$ cat config.mk
export PLATFORM = sky130hd
export DESIGN_NAME = rr_lane_arbiter
export DESIGN_NICKNAME = d
export VERILOG_FILES = /design/src/rtl/rr_lane_arbiter_pkg.sv /design/src/rtl/rr_lane_arbiter_pick.sv /design/src/rtl/rr_lane_arbiter.sv
export SDC_FILE = /design/constraint.sdc
export NUM_CORES = 1
export LEC_CHECK = 0
export CAP_MARGIN = 20
export CORE_MARGIN = 3
export CORE_UTILIZATION = 32
export DETAILED_ROUTE_END_ITERATION = 10
export GPL_TIMING_DRIVEN = 0
export PLACE_DENSITY = 0.83
export SYNTH_ARGS = -nofsm -noshare
export SYNTH_HDL_FRONTEND = slang
export SYNTH_SLANG_ARGS = --single-unit
$ cat constraint.sdc
create_clock -name i_clk -period 1.9 [get_ports i_clk]
set_clock_uncertainty 0.05 [all_clocks]
set_input_delay 0.19 -clock i_clk [delete_from_list [all_inputs] [get_ports i_clk]]
set_output_delay 0.19 -clock i_clk [all_outputs]
set_load 0.02 [all_outputs]
$ cat src/rtl/rr_lane_arbiter_pkg.sv
// Shared definitions for the round-robin lane arbiter and its lane mux.
package rr_lane_arbiter_pkg;

  typedef enum logic {
    ST_IDLE = 1'b0,
    ST_LOCK = 1'b1
  } state_t;

  function automatic int clog2(input int v);
    int r;
    r = 0;
    for (int p = 1; p < v; p = p * 2) r++;
    return r;
  endfunction

endpackage

$ cat src/rtl/rr_lane_arbiter_pick.sv
// Rotating-priority picker: first requester at or after base, wrapping mod N.
module rr_pick
  import rr_lane_arbiter_pkg::*;
#(
  parameter int N  = 4,
  parameter int SW = clog2(N)
) (
  input  logic [N-1:0]  req,
  input  logic [SW-1:0] base,
  output logic          any,
  output logic [SW-1:0] idx
);

  logic [2*N-1:0] req_dbl;
  logic [2*N-1:0] masked;

  // Window [base, base+N) over the doubled vector gives the wrap-around scan order.
  always_comb begin
    req_dbl = {req, req};
    masked  = '0;
    for (int i = 0; i < 2*N; i++) begin
      if (i >= int'(base) && i < int'(base) + N) masked[i] = req_dbl[i];
    end
  end

  always_comb begin
    any = |req;
    idx = '0;
    for (int i = 2*N-1; i >= 0; i--) begin
      if (masked[i]) idx = (i >= N) ? SW'(i - N) : SW'(i);
    end
  end

endmodule

$ cat src/rtl/rr_lane_arbiter.sv
// Round-robin N:1 lane arbiter with burst lock, stall timeout and valid/ready output.
module rr_lane_arbiter
  import rr_lane_arbiter_pkg::*;
#(
  parameter int N       = 4,
  parameter int M       = 8,
  parameter int TIMEOUT = 16,
  localparam int SW     = clog2(N)
) (
  input  logic            i_clk,
  input  logic            i_rst_n,
  input  logic [N-1:0]    i_req,
  input  logic [N-1:0]    i_last,
  input  logic [N*M-1:0]  i_data,
  output logic [N-1:0]    o_ack,
  output logic [N-1:0]    o_gnt,
  output logic [SW-1:0]   o_sel,
  output logic            o_valid,
  output logic [M-1:0]    o_data,
  input  logic            i_ready,
  output logic            o_timeout
);

  localparam int CW = clog2(TIMEOUT) + 1;

  state_t         state;
  logic [SW-1:0]  ptr;
  logic [CW-1:0]  stall_cnt;

  logic           pick_any;
  logic [SW-1:0]  pick_idx;
  logic           locked;
  logic           xfer;
  logic           timeout_hit;
  logic [SW-1:0]  next_ptr;

  rr_pick #(.N(N), .SW(SW)) u_pick (
    .req  (i_req),
    .base (ptr),
    .any  (pick_any),
    .idx  (pick_idx)
  );

  assign locked      = (state == ST_LOCK);
  assign o_valid     = locked & i_req[o_sel];
  assign o_data      = i_data[o_sel*M +: M];
  assign xfer        = o_valid & i_ready;
  assign o_ack       = xfer ? o_gnt : '0;
  assign timeout_hit = locked & ~xfer & (stall_cnt == CW'(TIMEOUT - 1));
  assign next_ptr    = (o_sel == SW'(N - 1)) ? '0 : o_sel + SW'(1);

  always_ff @(posedge i_clk or negedge i_rst_n) begin
    if (!i_rst_n) begin
      state     <= ST_IDLE;
      ptr       <= '0;
      stall_cnt <= '0;
      o_gnt     <= '0;
      o_sel     <= '0;
      o_timeout <= 1'b0;
    end else begin
      o_timeout <= 1'b0;
      if (state == ST_IDLE) begin
        o_gnt <= '0;
        if (pick_any) begin
          o_sel     <= pick_idx;
          o_gnt     <= N'(1) << pick_idx;
          state     <= ST_LOCK;
          stall_cnt <= '0;
        end
      end else if (xfer) begin
        stall_cnt <= '0;
        if (i_last[o_sel]) begin
          state <= ST_IDLE;
          ptr   <= next_ptr;
          o_gnt <= '0;
        end
      end else if (timeout_hit) begin
        // Forced release; the stalled requester goes to the back of the rotation.
        state     <= ST_IDLE;
        ptr       <= next_ptr;
        o_gnt     <= '0;
        o_timeout <= 1'b1;
        stall_cnt <= '0;
      end else begin
        stall_cnt <= stall_cnt + CW'(1);
      end
    end
  end

endmodule
==> results of run 1 <==
[path summary, 6_finish.rpt]
kind | from | to | slack [ps] | cells after the start
setup / recovery | o_sel[0] | o_ack[1] | -30 | 4
min in group i_clk | stall_cnt[3] | stall_cnt[3] | 470 | 1
hold reg to reg | stall_cnt[3] | stall_cnt[3] | 470 | 1
hold / removal | i_rst_n | o_sel[1] | 250 | 1
setup reg to reg | o_sel[0] | ptr[0] | -20 | 5
max in group asynchronous | i_rst_n | o_sel[0] | 1070 | 1
[registers in the layout, summed over array words and instances, names as in the netlist]
name,flops
stall_cnt,5
o_gnt,4
o_sel,2
ptr,2
locked,1
o_timeout,1
[timing repair]
action	in CTS	in global routing
gates cloned	0	0
hold buffers	0	0
pin swaps	1	4
gates resized for setup	71	5
endpoints found under the setup margin	15	14
setup buffers	2	1
[synthesized netlist by cell type, drive strengths merged, types with 2 or more instances]
library cell,number,area [µm²]
a31oi,2,12.5
o21ai,2,10.0
and3,4,25.0
mux4,9,203
a22o,5,43.8
and2,3,21.3
nor2,4,15.0
mux2,6,78.8
nand3,3,15.0
buf,4,20.0
nand2b,4,32.5
nor2b,3,18.8
ha,2,25.0
dfrtp,15,375
a21oi,2,10.0
mux2i,3,30.0
nand2,6,22.5
[metal layers]
metal	vias up	wire length (µm)
li1	483	-
met1	507	1420
met2	54	1750
met3	9	315
met4	0	78
met5	-	0
[final cells by class]
type	count	area (µm²)	area share
inverters	1	3.75	0.00208
flip-flops and latches	15	377	0.209
plain buffers	4	37.5	0.0208
repair buffers	65	609	0.338
well taps	44	55.1	0.0306
multi-input cells	68	691	0.384
clock inverters	1	5.00	0.00278
clock buffers	3	22.5	0.0125
[stage by stage]
step	hold slack, ps	worst slack [ps]	area [µm²]	total power [mW]	setup TNS [ps]
CTS	277	-34.6	1780	2.37	-194
global placement	420	-310	1720	2.08	-4010
global route	308	-78.4	1800	2.55	-467
finish	254	-25.1	1800	2.39	-116
floorplan	-156	39.2	1050	1.55	0
detailed placement	439	-399	1720	2.16	-5330
[power groups by stage]
stage               clock network, mW  logic, mW  registers, mW
finish                          0.186       1.60          0.603
global route                    0.213       1.72          0.619
CTS                             0.192       1.59          0.592
detailed placement                  0       1.56          0.593
global placement                    0       1.50          0.581
floorplan                           0      0.928          0.624
[kinds of logic (layout without fill, tap and decap cells)]
kind of cell,Yosys count,count (layout),share of synthesized area
AOI/OAI and AO/OA,16,16,0.123
and+or+nand+nor,32,32,0.175
DFF,15,15,0.358
muxes,18,18,0.297
buffers and inverters,5,74,0.0227
adders and majority gates,2,2,0.0239
==> flow_summary.ini, run 1 <==
[routing]
route.vias.total = 1053
first_iter_violations = 42
dr.pass1.iters = 4
drc_errors = 0
viasPerCell = 5.24
wl_um = 3560
drtAntennaViolNets = 0
wl_per_cell_um = 17.7

[worst_setup_path]
cp_slowest_cell = dfrtp_2
cpLargestDelayFamily = flip-flops
path_cells = mux2_4 > o211a_4 > and3_4 > buf_6
cp_slowest_stage_delay_ps = 480
cp-end-kind = output pin
crit_required_ps = 1660
arrival_ps = 1690
path_class = reg2out
path_max_fanout = 6
crit_path_start_kind = register
worstPathBufferInverterCount = 1

[power_and_ir_drop]
power.leakage_nw = 0.750
switching_share = 0.415
switching_power_uw = 994
p_seq_frac = 0.252
pwr-share-clk = 0.078
peakVddDrop_mv = 0.563
pwr-share-comb = 0.670
intPower_mw = 1.40
powerDensity_nw_per_um2 = 1330

[flow_run]
drv_cap = 0

[clock_network]
clock_sinks = 15
clk_pin_slew_ps = 90
clkLatencyLatePin_ps = 290
htreeDepth = 1
cts_buffer_depth = 2
cts_made_buffers = 3
cts_tree = done
cts_root_buf = clkbuf_4

[logic_synthesis]
synth_edf_count = 0
yosys_register_bits = 15
synthDistinctLibCells = 31
syn_avg_cell_area_um2 = 11.9
async_flop_share = 1.00
synth_ff_type = dfrtp_1
synthCells = 88
ys_seq_area_frac = 0.358
yosys_warnings = 0
synth_nets = 133
syn_area_um2 = 1050

[layout]
drive_above_1_share = 0.331
area_growth_pct = 71.7
fill_cells = 269
antenna_cells = 0
final_core_util = 0.585
mostFrequentLayoutCell = clkdlybuf4s50_1
final_cell_count_no_fill = 201
final_net_count = 203
layout_common_cells = clkdlybuf4s50_1 (49), dfrtp_1 (14), mux4_2 (9), buf_2 (9), nand2_1 (6)

[global_routing]
grt.total_usage = 0.185
antenna_found_initial = 0
grt_pass1_wl_um = 5950
met1_usage = 0.205
top_usage_layer = met2
met3_usage = 0.0517
use_met2 = 0.344
grt_pass1_vias = 1200
grt_max_degree = 16
grt-ovfl-total = 0

[floorplanning]
chipWidth_um = 63.2
core_um2 = 3080
initial_core_util = 0.341
rows = 20
pin_count = 63
die_height_um = 63.2
die_area_um2 = 4000

[sta]
drv_slew = 0
fin_crit_ps = 1930
rsz0062_at_grt = yes
worst_slack_ps = -25.1
setup_viol = 6
min_period_over_period = 1.01
hold_viol = 0
max_freq_mhz = 519
worst_pin_slew_ps = 684
relSlewSlack = 0.543

[placed_design]
place_inst = 194
hpwl_um = 2780
io_buffers = 62
routabilityCongestion = 0.733

[min_path]
min_path_type = in2async

[outcome]
status = complete, but fails checks
violations = negative setup slack
Power figures use the tool's default switching activity.
==> inputs of run 2 (changes only) <==
PLACE_DENSITY = 0.72   (was 0.83)
==> run 2 against run 1 <==
  * The run still ends with negative setup slack left
  * Maximum frequency down 0.86%
  * Sequential power about the same
  * Via count shrank 0.28%
  * Largest power group unchanged
  * Non-clock buffer count rose by 1
  * Critical path depth rose by 3
  * Routed wire length down 7.3%
  * Flip-flop and latch count unchanged
  * Global-route usage down 1.6 points
  * Combinational power is 6% higher
  * Hold slack improved by 12 ps
  * Worst setup slack worse by 17 ps
  * Core utilization up 2.3 points
==> flow_summary.ini, run 2 (same netlist as run 1, synthesis figures left out) <==
[routing]
route.vias.total = 1050
wl_um = 3300
drtAntennaViolNets = 0
dr.pass1.iters = 4
wl_per_cell_um = 16.3
first_iter_violations = 25
drc_errors = 0
viasPerCell = 5.20

[worst_setup_path]
path_max_fanout = 4
reg2reg_depth = 7
arrival_ps = 2070
cp_slowest_cell = dfrtp_2
path_class = reg2reg
rrSetupSlack_ps = -40
cp_common_cell = mux2i_2
reg2reg_from = o_sel[0]
crit_path_start_kind = register
path_cells = buf_6 > mux2i_2 > buf_4 > a2bb2oi_4 > mux2i_2 > nand2b_4 > mux2_4
cp_slowest_stage_delay_ps = 460
crit_required_ps = 2020
r2r_end = ptr[1]
cp-end-kind = register

[sta]
drv_slew = 0
rsz0062_at_grt = yes
max_freq_mhz = 515
fin_hold_ws_ps = 266
fin_crit_ps = 1940
worst_slack_ps = -41.8
relSlewSlack = 0.542
min_period_over_period = 1.02
hold_viol = 0
worst_pin_slew_ps = 684
setup_viol = 13

[layout]
largest_reg_flops = 5
ff_latch_area_um2 = 377
drive_above_1_share = 0.335
final_net_count = 204
multi_input_area_um2 = 706
area_growth_pct = 78.5
top_regs = stall_cnt x5, o_gnt x4
antenna_cells = 0
design_area_um2 = 1870
fill_cells = 270
largest_register = stall_cnt
mostFrequentLayoutCell = clkdlybuf4s50_1
layout_common_cells = clkdlybuf4s50_1 (49), dfrtp_1 (14), mux4_2 (9)

[clock_network]
clk_pin_slew_ps = 90
cts_buffer_depth = 2
cts_tree = done
cts_root_buf = clkbuf_4
htreeDepth = 1
cts_made_buffers = 3
clock_sinks = 15
clkLatencyLatePin_ps = 280

[global_routing]
top_usage_layer = met2
grt.total_usage = 0.169
met1_usage = 0.191
grt-ovfl-total = 0
met3_usage = 0.0517
grt_max_degree = 16
use_met2 = 0.302
grt_pass1_vias = 1097
antenna_found_initial = 0
grt_pass1_wl_um = 5330

[power_and_ir_drop]
peakVddDrop_mv = 0.617
total_power_mw = 2.48
powerDensity_nw_per_um2 = 1320
power.leakage_nw = 0.765

[placed_design]
io_buffers = 62
routabilityCongestion = 0.782
hpwl_um = 2700
placed_cell_area_um2 = 1720

[floorplanning]
die_height_um = 63.2
core_um2 = 3080
initial_core_util = 0.341
rows = 20
pin_count = 63
chipWidth_um = 63.2
die_area_um2 = 4000

[outcome]
violations = negative setup slack
status = complete, but fails checks

[min_path]
min_path_type = in2async

[flow_run]
drv_cap = 0
==> run 2: changes by cell type in the layout (fill, tap and decap cells not counted), sizes merged <==
cell	before	now
clkdlybuf4s15	0	8
buf	19	12
==> run 2: power breakdown <==
| part | switching (mW) | internal, mW |
|---|---|---|
| logic | 0.732 | 0.964 |
| clock network | 0.102 | 0.0781 |
| registers | 0.158 | 0.446 |
==> run 2: per-stage QoR <==
step | util | cells | worst slack, ps | TNS (ps)
3_5_place_dp | 0.560 | 194 | -360 | -4710
2_1_floorplan | - | 88 | 39.2 | 0
3_3_place_gp | 0.560 | 194 | -322 | -4430
6_report | 0.608 | 202 | -41.8 | -205
4_1_cts | 0.587 | 202 | -54.9 | -251
5_1_grt | 0.608 | 202 | -127 | -1370
==> run 2: layout make-up <==
type	instances	area share
clock buffer	3	0.0120
multi-input combinational	68	0.377
buffer	4	0.0207
sequential	15	0.201
clock inverter	1	0.00267
inverter	1	0.00201
timing repair buffer	66	0.355
tap	44	0.0294
==> run 2: worst max-delay path by stage <==
stage	startpoint	to	slack [ps]	depth (start not counted)
after global routing	o_sel[0]	ptr[1]	-130	7
after global placement	i_req[3]	o_ack[1]	-320	6
after detailed placement	i_req[3]	o_ack[2]	-360	6
final	o_sel[0]	ptr[1]	-40	7
after CTS	o_sel[0]	ptr[1]	-50	7
after floorplan	o_sel[0]	ptr[0]	40	5
==> run 2: timing repair <==
action	CTS	global route
hold endpoints to repair	0	0
hold buffers	0	0
setup buffers	4	0
setup endpoints to repair	15	21
gates resized for setup	52	17
pin swaps	1	7
==> run 2: worst max-delay path, delay by kind of cell, from the launching register on <==
family	cells	cell delay, ps
AOI/OAI and AO/OA	1	160
DFF	1	460
muxes	3	700
and+or+nand+nor	1	170
buffers and inverters	2	280
==> run 2: routing by layer <==
layer	routed length, µm	share of wire
met2	1620	0.49
met5	0	0
met1	1350	0.41
met3	301	0.091
met4	40	0.012
==> patch, RTL diff (settings of run 2) <==
`TIMEOUT`: 16 -> 15.
--- a/src/rtl/rr_lane_arbiter.sv
+++ b/src/rtl/rr_lane_arbiter.sv
@@ -4,7 +4,7 @@
 #(
   parameter int N       = 4,
   parameter int M       = 8,
-  parameter int TIMEOUT = 16,
+  parameter int TIMEOUT = 15,
   localparam int SW     = clog2(N)
 ) (
   input  logic            i_clk,
Formal check against the unedited RTL: no difference found for any inputs over 10 cycles, from zero or initial values and one cycle with i_rst_n low; that may be too few to reach the edited logic, so the function may still have changed.
==> patch against run 2 <==
  * Total power shrank 1.2%
  * Non-clock buffer count grew 1
  * The flow still finishes with violations (setup timing)
  * Wire length grew 21%
  * Via count grew 21%
  * Count of clock-buffer cells in the layout is the same
  * Setup slack gained 0.0037 ns
  * Area after synthesis grew 15%
  * Sequential cell count is the same
  * Synthesized cell count grew 28%
  * Combinational power shrank 4%
  * Cell area grew 4.5%
  * Largest power group unchanged
  * Critical path depth shrank 3
  * Register-to-register slack gained 0.18 ns
==> patch: results (changes against run 2) <==
[route] overall via count from detail_route 1,269 [+21%]
[logic_synthesis] most numerous cell types in the synthesized netlist sky130_fd_sc_hd__dfrtp_1 (15), sky130_fd_sc_hd__mux4_2 (10), sky130_fd_sc_hd__nand2_1 (8), sky130_fd_sc_hd__and2_1 (6), sky130_fd_sc_hd__nand3_1 (6)
[route] number of DRC markers in iteration 0 45 [+80%]
[grt] antenna violations before repair 0 [unchanged]
[setup_path] worst r2r src o_sel[0]$_DFFE_PN0P_
[placed_design] count of buffers inserted at the top-level ports 62 [unchanged]
[run_status] failing checks setup timing
[placed_design] placed cell count 221 [+14%]
[logic_synthesis] synth top area cells sky130_fd_sc_hd__dfrtp_1 (31%), sky130_fd_sc_hd__mux4_2 (19%), sky130_fd_sc_hd__a32o_1 (3.3%)
[clock_network] total CTS buffers 3 [unchanged]
[power_and_ir_drop] LEAKAGE 0.000814 uW [+6.3%]
[clock_network] insertion delay to the later sink of the worst-skew pair 0.25 ns [-0.03 ns]
[setup_path] reg-to-reg setup timing slack 0.14 ns [+0.18 ns]
[setup_path] critical path fanouts, max 5 [+1]
[clock_network] root buf cell sky130_fd_sc_hd__clkbuf_8
[setup_path] Critical Path Max Stage Delay 0.54 ns [+0.08 ns]
[power_and_ir_drop] worst-case vdd ir drop 0.000602 V [-2.4%]
[grt] number of global-route vias before repair 1,231 [+12%]
[setup_path] terminus of the critical flop-to-flop path o_gnt[3]$_DFFE_PN0P_
[logic_synthesis] proportion of synthesized flip-flops having asynchronous set or reset 100% [unchanged]
[clock_network] clock edge transition at the registers on the reported setup and hold paths 0.06 ns [-0.03 ns]
[grt] total routing usage reported by global routing 17.6% [+0.70 points]
[placed_design] final HPWL from detailed placement 3130 um [+16%]
[logic_synthesis] YS warnings 0 [unchanged]
[clock_network] clk buf depth 2 [unchanged]
[logic_synthesis] distinct cell type count after synthesis 45 [+45%]
[setup_path] Worst path slowest cell sky130_fd_sc_hd__mux4_2
[sta] setup tns final -0.129 ns [+0.0768 ns]
[hold_path] Hold WC Path Type in2async
[sta] Setup-failing EPs final 5 [-8]
[final_layout] non-filler cells, final 228 [+13%]
[logic_synthesis] synthesized instance count 113 [+28%]
[route] WL per Instance 17.5 um [+6.9%]
[setup_path] data arrival at the endpoint of the critical path 1.70 ns [-0.37 ns]
[placed_design] final weighted congestion of routability-driven global placement 0.791 [+1.2%]
[route] post-route antenna net violation count 0 [unchanged]
[placed_design] Post-Place Worst Slack -0.567 ns [-0.207 ns]
[final_layout] share of post-route cells with drive strength above 1 23.6% [-9.9 points]
[sta] max_slew headroom 54.5% [+0.24 points]
[run_status] run status finished with violations
[grt] first-pass GRT wire length 6030 um [+13%]
[setup_path] number of cells traversed by the worst register-to-register path 4 [-3]
[placed_design] area post-placement 0.00188 mm^2 [+9.1%]
[sta] worst hold-check slack 0.308 ns [+0.0417 ns]
[logic_synthesis] Net Count, Synth 159 [+20%]
[logic_synthesis] Seq/Total Area, Yosys 31.2% [-4.6 points]
[sta] final worst-path setup slack -0.0381 ns [+0.00369 ns]
## patch: cell types whose count changed after synthesis, sizes merged, moves of 4 or more
cell / before / now
a32o: 0 / 4
a22o: 5 / 0
mux2: 6 / 0
o21ai: 2 / 7
## patch: what timing repair did
| item | 4_1_cts | 5_1_grt |
|---|---|---|
| resized for setup | 47 | 9 |
| setup buffers | 4 | 0 |
| endpoints found under the setup margin | 13 | 13 |
| pin swaps | 0 | 1 |
## patch: worst max path at each step
stage	startpoint	to	slack, ns	depth (start not counted)
floorplan	o_sel[0]$_DFFE_PN0P_	o_ack[0]	0.14	3
global placement	i_req[3]	o_ack[0]	-0.53	5
detailed placement	i_req[3]	o_ack[2]	-0.57	5
CTS	o_sel[0]$_DFFE_PN0P_	o_ack[2]	-0.06	4
global route	o_sel[0]$_DFFE_PN0P_	o_ack[2]	-0.09	4
finish	o_sel[0]$_DFFE_PN0P_	o_ack[2]	-0.04	4
## patch: layout make-up
cell class / count / area [um^2]
multi-input cells: 87 / 787
fillers: 311 / 1510
clock buffers: 3 / 41.3
well taps: 46 / 57.6
plain buffers: 5 / 35.0
clock inverters: 1 / 5.00
inverters: 5 / 18.8
repair buffers: 66 / 633
flip-flops and latches: 15 / 378
## patch: cells by family after synthesis
group,share of synthesized area (%)
compound gates,19.6
xor+xnor,1.46
flops,31.2
buf+inv,4.16
fa+ha+maj,3.12
simple gates,18.9
mux,21.5
## patch: routing by layer
layer / GRT usage (%) / part of all wire [%]
met5: 0 / 0
met4: 7.85 / 3.1
met3: 5.16 / 12
met2: 29.8 / 45
met1: 20.4 / 41
## patch: power breakdown
group          internal, uW  switching (uW)  leakage, uW
registers               434             124     0.000189
logic                   815             819     0.000600
clock network           145             114    0.0000255
